**src/rtl/fa.sv**
```systemverilog
// One-bit full adder cell used as the single datapath adder of the
// bit-serial adder.
module fa (
    output logic S,
    output logic Cout,
    input  logic A,
    input  logic B,
    input  logic Cin
);

    // Sum and carry of one bit pair plus incoming carry.
    always_comb begin
        S    = A ^ B ^ Cin;
        Cout = (A & B) | (Cin & (A ^ B));
    end

endmodule

```
**src/rtl/serial_adder.sv**
```systemverilog
// Bit-serial N-bit adder: one full adder cell processes one bit pair per
// clock, LSB first, with the carry held in a flop between cycles. The
// result registers are only written on the final bit, so the partial sum
// being assembled never shows on the sum output.
module serial_adder #(
    parameter int N = 8
) (
    input  logic         clk,
    input  logic         rst,
    input  logic         start,
    input  logic [N-1:0] a,
    input  logic [N-1:0] b,
    input  logic         cin,
    output logic         busy,
    output logic         done,
    output logic [N-1:0] sum,
    output logic         cout
);

    // The counter needs one extra bit so that an N=1 instance still has a
    // legal, non-zero-width counter.
    localparam int CW = $clog2(N) + 1;

    localparam logic IDLE = 1'b0;
    localparam logic RUN  = 1'b1;

    logic          state_q, state_d;
    logic [CW-1:0] cnt_q,   cnt_d;
    logic          carry_q, carry_d;
    logic [N-1:0]  aSh_q,   aSh_d;
    logic [N-1:0]  bSh_q,   bSh_d;
    logic [N-1:0]  sSh_q,   sSh_d;
    logic [N-1:0]  sum_q,   sum_d;
    logic          cout_q,  cout_d;
    logic          done_q,  done_d;

    logic          sBit;
    logic          cBit;
    logic [N-1:0]  sShift;

    fa u_fa (
        .S    (sBit),
        .Cout (cBit),
        .A    (aSh_q[0]),
        .B    (bSh_q[0]),
        .Cin  (carry_q)
    );

    // Next-state logic: capture operands on an accepted start, then shift
    // one bit through the adder per cycle and publish the result on the
    // last bit.
    always_comb begin
        state_d = state_q;
        cnt_d   = cnt_q;
        carry_d = carry_q;
        aSh_d   = aSh_q;
        bSh_d   = bSh_q;
        sSh_d   = sSh_q;
        sum_d   = sum_q;
        cout_d  = cout_q;
        done_d  = 1'b0;
        sShift  = sSh_q >> 1;
        sShift[N-1] = sBit;

        case (state_q)
            IDLE: begin
                if (start) begin
                    aSh_d   = a;
                    bSh_d   = b;
                    carry_d = cin;
                    cnt_d   = '0;
                    state_d = RUN;
                end
            end
            RUN: begin
                aSh_d   = aSh_q >> 1;
                bSh_d   = bSh_q >> 1;
                sSh_d   = sShift;
                carry_d = cBit;
                cnt_d   = cnt_q + CW'(1);
                if (cnt_q == CW'(N - 1)) begin
                    sum_d   = sShift;
                    cout_d  = cBit;
                    done_d  = 1'b1;
                    state_d = IDLE;
                end
            end
            default: state_d = IDLE;
        endcase
    end

    // State register with synchronous reset taking priority over all inputs.
    always_ff @(posedge clk) begin
        if (rst) begin
            state_q <= IDLE;
            cnt_q   <= '0;
            carry_q <= 1'b0;
            aSh_q   <= '0;
            bSh_q   <= '0;
            sSh_q   <= '0;
            sum_q   <= '0;
            cout_q  <= 1'b0;
            done_q  <= 1'b0;
        end else begin
            state_q <= state_d;
            cnt_q   <= cnt_d;
            carry_q <= carry_d;
            aSh_q   <= aSh_d;
            bSh_q   <= bSh_d;
            sSh_q   <= sSh_d;
            sum_q   <= sum_d;
            cout_q  <= cout_d;
            done_q  <= done_d;
        end
    end

    assign busy = (state_q == RUN);
    assign done = done_q;
    assign sum  = sum_q;
    assign cout = cout_q;

endmodule

```
**config.mk**
```make
export PLATFORM = sky130hd
export DESIGN_NAME = serial_adder
export DESIGN_NICKNAME = d
export VERILOG_FILES = /design/src/rtl/fa.sv /design/src/rtl/serial_adder.sv
export SDC_FILE = /design/constraint.sdc
export NUM_CORES = 1
export LEC_CHECK = 0
export CAP_MARGIN = 20
export CORE_MARGIN = 4
export CORE_UTILIZATION = 30
export CTS_CLUSTER_SIZE = 40
export DETAILED_ROUTE_END_ITERATION = 7
export PLACE_DENSITY = 0.52
export SYNTH_ARGS = -nofsm -noshare
export SYNTH_HDL_FRONTEND = slang
export SYNTH_SLANG_ARGS = --single-unit
```
**constraint.sdc**
```tcl
create_clock -name clk -period 1.2 [get_ports clk]
set_input_delay 0.24 -clock clk [delete_from_list [all_inputs] [get_ports clk]]
set_output_delay 0.24 -clock clk [all_outputs]
set_load 0.03 [all_outputs]
```
**Word level (Yosys, flattened, before mapping)**

Index checks and enable logic that the tools add are counted.

- $add $sub $neg: 1
- Multiply operators: 0
- Div/mod/pow operators: 0
- $lt $le $gt $ge: 0
- Equal/unequal tests: 2
- Shift-type cells: 0
- Mux-type cells: 12
- Bitwise logic cells: 6
- Reductions and logical operators: 2

Operators with widths:

| kind | count |
|---|---|
| 8-bit one-hot mux with 2 select lines | 2 |
| 8-bit 2-to-1 mux | 2 |
| 4-bit one-hot mux with 2 select lines | 1 |
| 4-bit by 1-bit adder with 4-bit output (second input constant) | 1 |
| 4-bit by 3-bit == test with 1-bit output (second input constant) | 1 |
| 1-bit 2-to-1 mux | 4 |
| 4-bit 2-to-1 mux | 1 |
| 1-bit one-hot mux with 2 select lines | 2 |
| 1-bit AND | 2 |
| 2-bit inequality test (second input constant) | 1 |
| 2-bit AND reduction | 1 |
| 2-bit OR reduction | 1 |
| 1-bit XOR | 2 |
| 1-bit NOT | 1 |
| 1-bit OR | 1 |

- Bits in registers: 40
- Latch bits: 0
- RAM bits: 0
- ROM bits: 0
- Bits of input ports: 20
- Output and inout bits: 11
- Word-level logic and storage cells: 32
- Memories: 0

**Depth between registers and ports, before layout**

Gate-level depths: netlist (run 1).

- Depth in word-level cells: 4
- Gate-level depth with buffers: 5
- Gate-level depth less buffers: 4

**Modules after synthesis**

A second synthesis (run 1) with hierarchy kept.

- Cells, all modules: 163
- Area total of the unflattened synthesis: 1707.9 um^2

Modules (own cells, without submodules):

| module | instances | cells each | area an instance (um^2) |
|---|---|---|---|
| serial_adder | 1 | 162 | 1687.9 |
| fa | 1 | 1 | 20.0 |

**Least setup slack after synthesis (run 1)**

Ideal clock, no wire load.

- Kind: reg2reg
- From: register state_q, in the netlist busy
- To: register aSh_q[3]
- Data arrival time: 1.100 ns
- Required time: 1.083 ns
- Slack: -0.018 ns
- Cell stages (with the launch flop): 5
- Clock period less this slack: 1.218 ns
- Cells stage by stage: dfxtp_1 > buf_6 > buf_2 > mux2i_1 > nor2_1

- Longest elaborated chain between the ends: 2

Ends and longest elaborated chain:

| what | line | source |
|---|---|---|
| start: declaration | serial_adder.sv:27 | `logic state_q, state_d;` |
| start signal: assignment | serial_adder.sv:105 | `state_q <= state_d;` |
| 1-bit NOT | n/a |  |
| 8-bit one-hot mux with 2 select lines or 2-bit inequality test (tied branches) | n/a |  |
| end signal: assignment | serial_adder.sv:108 | `aSh_q <= aSh_d;` |
| end: declaration | serial_adder.sv:30 | `logic [N-1:0] aSh_q, aSh_d;` |

Several ways; a longest one is shown, not always the timed one.
A chain may end at the register's enable or synchronous reset.

**Worst setup path in the final report (run 1)**

- From: register state_q, in the netlist busy
- To: output port busy

RTL lines:

| what | line | source |
|---|---|---|
| end: declaration | serial_adder.sv:14 | `output logic busy,` |

No word-level cell between the ends.

==> reports/qor.yml, run 1 <==
synth_top_family_by_area: "multiplexers"
syn_inst: 161
dieWidth_um: 82.1
drcViolationCount: 0
place_ws_ns: -0.368
rr_startpoint: "carry_q"
power_mw: 2.65
clk_latency_ns: 0.28
postLayoutSetupSlackWorst_ns: 0.0439
port_buffers: 30
synth-compound-area-share_pct: 5.40
cp_data_required_time_ns: 0.96
yosys_register_bits: 39
synth_flop_cell: "dfxtp_1"
track_usage_pct: 10.5
synth.largest_area_cell: "dfxtp_1"
drt_iter0_drc: 67
worstSetupEndpointType: "output pin"
place_inst: 261
crit_arrival_ns: 0.92
root_buffer: "clkbuf_8"
drtAntennaViolNets: 0
r2r_cells: 3
grt_max_degree: 40
hold_viol: 0
fin_crit_sh_pct: 96.3
holdWs_ns: 0.457
die_h_um: 82.1
via_count: 1239
drv_cap: 0
setup_viol: 0
status: "completed"
gp_congestion: 0.685
r2r_slack_ns: 0.07
seq_area_frac_synth_pct: 47.4
fmax_mhz: 865
yosys.area_share.xor_xnor_pct: 0.532
diodes: 0
num_io_pins: 31
clk_pin_slew_ns: 0.07
worst_setup_path_start_kind: "register"
hold_path.class: "reg -> reg"
synth-edff-count: 0
critPathKind: "reg -> out"
synth_top_cell_area_share_pct: 47.4
hp-start: "sSh_q[1]"
initial_core_util_pct: 31.6
synth_warnings: 0
yosysUniqueCellTypes: 21
min_path_cells: 2
nNetsFinal: 224
p_per_area_nw_per_um2: 1180
skew_ns: 0.00376
die_area_sq_um: 6740
synth_fa_ha_area_share_pct: 1.98
maxSlewHeadroom_pct: 80.2
place_area_sq_um: 2030
yosys.cell_count.top_type: "dfxtp_1"
grt_pass1_wl_um: 5320
reg2reg_to: "sSh_q[7]"
p_leak_nw: 0.984
routed_wl_um: 3350
fp.coreArea_sq_um: 5200
synthSimpleGateAreaFrac_pct: 14.2
detail_route.vias_per_cell: 4.54
grt_pass1_vias: 1195
async_flop_share_pct: 0
synth_common_cells: "dfxtp_1 (39), nor2_1 (27), mux2i_1 (25), nand2_1 (18), mux2_2 (15)"
min_to: "sum[0]"
rsz0062_at_grt: "no"
syn_avg_cell_area_sq_um: 10.2
synth_mux_area_share_pct: 25.5
finalCriticalPeriod_ns: 1.16
synth.area.top_cells: "dfxtp_1 (47%), mux2i_1 (15%), mux2_2 (10%)"
synthToLayoutAreaGrowth_pct: 36.6
final_area_sq_um: 2250
cts_buffers: 5
num_rows: 26
clkSinkCount: 39
wire_per_inst_um: 12.3
drive_gt1_share_pct: 28.1
antenna_found_initial: 0
clock_path_buffers: 2
dp_hpwl_um: 2170
syn_nets: 183
ir_drop_mv: 0.548
path_max_fanout: 7
gr-total-overflow: 0
tritoncts: "built"
htree_num_levels: 2
instances_no_fill: 273
slew_viol_final: 0
firstDrtPassIters: 4
nFillCells: 527
syn_area_sq_um: 1650
tightest_slew_ns: 0.297
-- flip-flops by register name, indices dropped and copies added, names as in the netlist --
register / count
aSh_q: 8
bSh_q: 8
busy: 1
carry_q: 1
cnt_q: 4
cout: 1
done: 1
sSh_q: 7
sum: 8
-- layout by cell type (no fill, tap or decap) --
cell / n
nor3b_1: 2
dlygate4sd2_1: 1
nor3_1: 4
buf_6: 1
dfxtp_4: 1
ha_4: 1
nand3_1: 1
and4b_4: 1
a41oi_1: 1
mux2i_1: 25
bufbuf_16: 1
nand2_2: 1
o21ai_0: 1
clkdlybuf4s50_1: 18
clkbuf_1: 1
buf_4: 19
clkbuf_8: 7
and4b_2: 1
a21oi_1: 8
xor2_1: 1
buf_8: 1
nand2_1: 17
nor2_1: 27
a21oi_2: 4
nand4b_4: 2
fa_1: 1
dfxtp_1: 38
mux2_2: 15
buf_12: 2
-- worst max-delay path: stages (launching register included) --
cell and delay (ns):
dfxtp_4 0.37, buf_8 0.13, buf_6 0.13
-- area by class of cell --
class                   instances  area (sq um)  share of cell area, %
clock buffers                   8           100                   4.45
multi-input cells             113           846                   37.6
flip-flops and latches         39           785                   34.9
well taps                      70          87.6                   3.90
repair buffers                 43           430                   19.1
-- metrics by stage --
| stage | setup TNS, ns | util (%) |
|---|---|---|
| floorplan | 0 | - |
| global placement | -6.64 | 39.1 |
| detailed placement | -7.42 | 39.1 |
| CTS | 0 | 41.9 |
| global route | 0 | 43.2 |
| finish | 0 | 43.2 |
-- what timing repair did --
item / CTS / global route
buffers inserted: 0 / 1
gates cloned: 1 / 2
pin swaps: 0 / 1
setup endpoints to repair: 25 / 10
hold buffers: 0 / 0
resized for setup: 5 / 7
-- logic make-up after synthesis --
logic type,Yosys count
AND/OR/NAND/NOR,54
flip-flops,39
XOR/XNOR,1
AO/OA/AOI/OAI,14
multiplexers,40
adder cells (fa/ha/maj),2
buffers and inverters,11
-- metal layers --
layer,share of wire [%],wire [um],track usage [%]
met5,0,0,0
met4,1.5,51,4.49
met3,4.3,145,3.07
met2,48,1600,16.6
met1,47,1560,13.1
-- worst max-delay path by stage --
stage	endpoint	startpoint	cells after the start
finish	busy	busy	2
global route	busy	busy	2
CTS	cout	cnt_q[1]	4
detailed placement	aSh_q[4]	start	5
global placement	aSh_q[3]	start	5
floorplan	sum[3]	cnt_q[0]	5
-- where the power goes --
part           internal [mW]  switching (mW)  leakage, nW
logic                  0.201           0.134        0.615
registers               1.34          0.0282        0.318
clock network          0.524           0.423       0.0515
total                   2.06           0.586        0.984
Note: power is estimated with default switching activity, not from simulation.
==> run 2: changes to the inputs <==
--- a/config.mk
+++ b/config.mk
@@ -7,10 +7,10 @@
 export LEC_CHECK = 0
 export CAP_MARGIN = 20
 export CORE_MARGIN = 4
-export CORE_UTILIZATION = 30
+export CORE_UTILIZATION = 40
 export CTS_CLUSTER_SIZE = 40
 export DETAILED_ROUTE_END_ITERATION = 7
-export PLACE_DENSITY = 0.52
+export PLACE_DENSITY = 0.65
 export SYNTH_ARGS = -nofsm -noshare
 export SYNTH_HDL_FRONTEND = slang
 export SYNTH_SLANG_ARGS = --single-unit
==> reports/qor.yml, run 2 (same netlist as run 1, synthesis figures left out) <==
drtAntennaViolNets: 0  # unchanged
drv_cap: 0  # unchanged
place_inst: 239  # -8.4%
p_per_area_nw_per_um2: 1200  # +1.9%
htree_num_levels: 2  # unchanged
postLayoutSetupSlackWorst_ns: 0.0368  # -0.00709 ns
clock_path_buffers: 2  # unchanged
worst_setup_path_start_kind: "register"
die_area_sq_um: 5210  # -23%
path_max_fanout: 2  # -5
clk_pin_slew_ns: 0.07  # about the same
gr-total-overflow: 0  # unchanged
cts-hold-fix-buffers: 0  # unchanged
port_buffers: 30  # unchanged
fp.coreArea_sq_um: 4000  # -23%
drt_iter0_drc: 45  # -33%
slew_viol_final: 0  # unchanged
mostFrequentLayoutCells: "dfxtp_1 (35), nor2_1 (27), mux2i_1 (25)"
track_usage_pct: 12.9  # +2.4 points
final_core_util_pct: 55.1  # +12 points
holdWs_ns: 0.458  # +0.00174 ns
crit_chain: "fa_1 > mux2i_1 > nor2_1"
synthToLayoutAreaGrowth_pct: 33.7
dieWidth_um: 72.2  # -12%
status: "completed"
firstDrtPassIters: 4  # unchanged
place_ws_ns: -0.380  # -0.0121 ns
power_mw: 2.65  # -0.19%
slowest_delay_ns: 0.51  # +0.14 ns
path_buf_inv: 0  # -2
initial_core_util_pct: 41.2  # +9.5 points
fin_crit_sh_pct: 96.9  # +0.59 points
drive_gt1_share_pct: 30.3  # +2.3 points
dp_hpwl_um: 2150  # -0.66%
final_area_sq_um: 2200  # -2.1%
via_count: 1235  # -0.32%
grt_pass1_vias: 1229  # +2.8%
grt_pass1_wl_um: 5180  # -2.7%
hold_viol: 0  # unchanged
gp_congestion: 0.714  # +4.4%
skew_ns: 0.00353  # -0.000235 ns
die_h_um: 72.2  # -12%
clkSinkCount: 39  # unchanged
p_leak_nw: 0.935  # -5.0%
detail_route.vias_per_cell: 4.92  # +8.4%
root_buffer: "clkbuf_8"
cts_buffers: 5  # unchanged
crit_arrival_ns: 1.34  # +0.42 ns
hold_path.class: "reg -> reg"
seq_area_sq_um: 786  # +0.16%
routed_wl_um: 3240  # -3.3%
wire_per_inst_um: 12.9  # +5.2%
finalCriticalPeriod_ns: 1.16  # +0.00709 ns
drcViolationCount: 0  # unchanged
tritoncts: "built"
setup_viol: 0  # unchanged
slowest_stage: "fa_1"
nFillCells: 363  # -31%
worstSetupEndpointType: "register"
instances_no_fill: 251  # -8.1%
mostFrequentLayoutCell: "dfxtp_1"
grt_max_degree: 40  # unchanged
tightest_slew_ns: 0.199  # -0.0976 ns
multiInputGateArea_sq_um: 820  # -3.1%
num_rows: 23  # -12%
num_io_pins: 31  # unchanged
cp_data_required_time_ns: 1.38  # +0.42 ns
ir_drop_mv: 0.782  # +43%
clk_latency_ns: 0.29  # about the same
critPathTopFamily: "adder cells"
rsz0062_at_grt: "yes"
critPathKind: "reg -> reg"
place_area_sq_um: 1990  # -2.0%
diodes: 0  # unchanged
antenna_found_initial: 0  # unchanged
fmax_mhz: 860  # -0.61%
nNetsFinal: 222  # -0.89%
setup_tns_ns: 0  # unchanged
maxSlewHeadroom_pct: 86.6  # +6.4 points
## run 2: cell types whose count changed in the layout (fill, tap and decap cells not counted), moves of 2 or more
cell	delta
dfxtp_2	+4
dfxtp_1	-3
a21oi_1	-3
buf_4	-2
buf_6	+3
a21oi_2	+3
## run 2: repair_timing
| item | 4_1_cts | 5_1_grt |
|---|---|---|
| setup buffers | 1 | 1 |
| resized for setup | 6 | 11 |
| pin swaps | 0 | 1 |
| setup endpoints to repair | 22 | 9 |
| gates cloned | 1 | 1 |
## run 2: path summary, 6_finish.rpt
path                 from       end  slack [ns]  depth (start not counted)
setup / recovery  carry_q  sSh_q[7]        0.04                          3
hold / removal     sum[6]    sum[6]        0.46                          2
setup reg to reg  carry_q  sSh_q[7]        0.04                          3
hold reg to reg    sum[6]    sum[6]        0.46                          2
## run 2: area by class of cell
| class | instances | share of cell area [%] |
|---|---|---|
| Multi-Input combinational cell | 111 | 37.2 |
| Sequential cell | 39 | 35.7 |
| Timing Repair Buffer | 43 | 19.7 |
| Clock buffer | 8 | 4.55 |
| Tap cell | 50 | 2.84 |
## run 2: tightest hold or removal path: cells and delay by family, from the launching register on
kind / cells / cell delay (ns)
flops: 1 / 0.31
simple gates: 1 / 0.05
compound gates: 1 / 0.05
## run 2: metal layers
metal / vias up / wire length (um) / GRT usage, %
met4: 0 / 63 / 6.26
met2: 18 / 1720 / 24.0
met5: - / 0 / 0
met3: 8 / 126 / 4.02
li1: 629 / - / -
met1: 580 / 1330 / 12.7
## run 2: power by group
| part | total [mW] | switching [mW] | internal [mW] | leakage, nW |
|---|---|---|---|---|
| clock network | 0.944 | 0.420 | 0.524 | 0.0515 |
| registers | 1.37 | 0.0295 | 1.34 | 0.319 |
| logic | 0.331 | 0.131 | 0.200 | 0.565 |
| total | 2.65 | 0.581 | 2.06 | 0.935 |
==> run 3: changes to the inputs <==
==> constraint.sdc (replaced) <==
create_clock -name clk -period 1.2 [get_ports clk]
set_input_delay 0.24 -clock clk [delete_from_list [all_inputs] [get_ports clk]]
set_output_delay 0.24 -clock clk [all_outputs]
set_load 0.005 [all_outputs]
==> reports/qor.yml, run 3 (same netlist as run 1, synthesis figures left out) <==
rr_startpoint: "busy"
root_buffer: "clkbuf_8"
instances_no_fill: 252  # +0.40%
finalCriticalPeriod_ns: 1.14  # -0.0232 ns
num_io_pins: 31  # unchanged
dieWidth_um: 72.2  # unchanged
htree_num_levels: 2  # unchanged
cp_data_required_time_ns: 1.38  # about the same
maxSlewHeadroom_pct: 78.2  # -8.3 points
crit_arrival_ns: 1.32  # -0.02 ns
detail_route.vias_per_cell: 5.00  # +1.6%
nFillCells: 337  # -7.2%
crit_start: "busy"
clock_path_buffers: 2  # unchanged
dp_hpwl_um: 2150  # about the same
die_h_um: 72.2  # unchanged
die_area_sq_um: 5210  # unchanged
fmax_mhz: 877  # +2.0%
drive_gt1_share_pct: 24.8  # -5.6 points
grt_max_degree: 21  # -48%
tightest_slew_ns: 0.326  # +0.127 ns
p_per_area_nw_per_um2: 1320  # +10%
gr-total-overflow: 0  # unchanged
mostFrequentLayoutCells: "dfxtp_1 (36), nor2_1 (27), mux2i_1 (25)"
mostFrequentLayoutCell: "dfxtp_1"
antenna_found_initial: 0  # unchanged
initial_core_util_pct: 41.2  # unchanged
via_count: 1260  # +2.0%
worst_setup_path_start_kind: "register"
path_max_fanout: 14  # +12
place_area_sq_um: 2020  # +1.1%
drcViolationCount: 0  # unchanged
routed_wl_um: 3430  # +5.6%
dr_wl_met3_um: 164  # +30%
hold_path.class: "reg -> reg"
reg2reg_to: "aSh_q[0]"
fp.coreArea_sq_um: 4000  # unchanged
slew_viol_final: 0  # unchanged
r2r_cells: 4  # +1
status: "completed"
cts_buffers: 5  # unchanged
gp_congestion: 0.703  # -1.6%
skew_ns: 0.00948  # +0.00595 ns
top_layer: "met4"
grt_pass1_vias: 1249  # +1.6%
clk_latency_ns: 0.30  # about the same
holdWs_ns: 0.457  # -0.00127 ns
clk_pin_slew_ns: 0.08  # about the same
worstSetupEndpointType: "register"
setup_tns_ns: 0  # unchanged
drtAntennaViolNets: 0  # unchanged
tritoncts: "built"
final_area_sq_um: 2260  # +2.6%
synthToLayoutAreaGrowth_pct: 37.2
r2r_slack_ns: 0.06  # +0.02 ns
wire_per_inst_um: 13.6  # +5.2%
track_usage_pct: 13.4  # +0.56 points
critPathKind: "reg -> reg"
rsz0062_at_grt: "yes"
wl_met2_um: 1710  # -1.0%
final_core_util_pct: 56.5  # +1.4 points
clkSinkCount: 39  # unchanged
multiInputGateArea_sq_um: 841  # +2.6%
firstDrtPassIters: 4  # unchanged
nNetsFinal: 223  # +0.45%
crit_end: "aSh_q[0]"
setup_viol: 0  # unchanged
p_leak_nw: 0.983  # +5.1%
place_inst: 240  # +0.42%
drt_iter0_drc: 66  # +47%
fin_crit_sh_pct: 95.0  # -1.9 points
seq_area_sq_um: 787  # +0.16%
m1WireLength_um: 1470  # +11%
grt_pass1_wl_um: 5370  # +3.7%
diodes: 0  # unchanged
hold_viol: 0  # unchanged
port_buffers: 30  # unchanged
ir_drop_mv: 0.872  # +12%
drv_cap: 0  # unchanged
num_rows: 23  # unchanged
-- run 3: changes by cell type in the layout (fill, tap and decap cells not counted), moves of 3 or more --
| cell | change |
|---|---|
| a21oi_2 | -3 |
| buf_4 | -9 |
| dlygate4sd2_1 | +11 |
| buf_6 | -4 |
| a21oi_1 | +3 |
-- run 3: worst min-delay path by stage --
stage / startpoint / to / slack, ns / cells past startpoint
detailed placement: cout / cout / 0.45 / 2
CTS: sum[1] / sum[1] / 0.46 / 2
global route: sum[5] / sum[5] / 0.47 / 2
finish: sum[6] / sum[6] / 0.46 / 2
global placement: sum[6] / sum[6] / 0.44 / 2
floorplan: sSh_q[1] / sum[0] / 0.43 / 2
-- run 3: timing repair --
item / CTS / global route
buffers inserted: 1 / 0
cloned: 1 / 2
setup endpoints to repair: 36 / 14
pin swaps: 1 / 3
gates resized for setup: 17 / 11
hold buffers: 0 / 0
-- run 3: per-layer routing --
layer  track usage, %  vias up
met2             24.9       21
met4             5.85        0
met5                0        -
met1             13.1      592
met3             5.12        8
li1                 -      639
-- run 3: metrics by stage --
step | setup slack [ns] | power (mW)
floorplan | 0.0616 | 1.59
global placement | -0.326 | 1.68
detailed placement | -0.386 | 1.70
CTS | 0.000585 | 3.01
global route | -0.00578 | 3.09
finish | 0.0600 | 2.99
-- run 3: final cells by class --
class / instances / area share [%]
clock inverters: 3 / 2.99
multi-input cells: 113 / 37.2
flip-flops and latches: 39 / 34.8
clock buffers: 5 / 3.05
well taps: 50 / 2.77
repair buffers: 42 / 19.2
-- run 3: worst max-delay path: stages, from the launching register on --
cell	delay (ns)
dfxtp_4	0.35
buf_4	0.18
buf_8	0.20
mux2i_1	0.23
nor2_1	0.06
-- run 3: power breakdown --
group          internal [mW]  switching [mW]
Sequential              1.34          0.0251
Combinational          0.198           0.135
Clock                  0.829           0.467
Total                   2.37           0.627
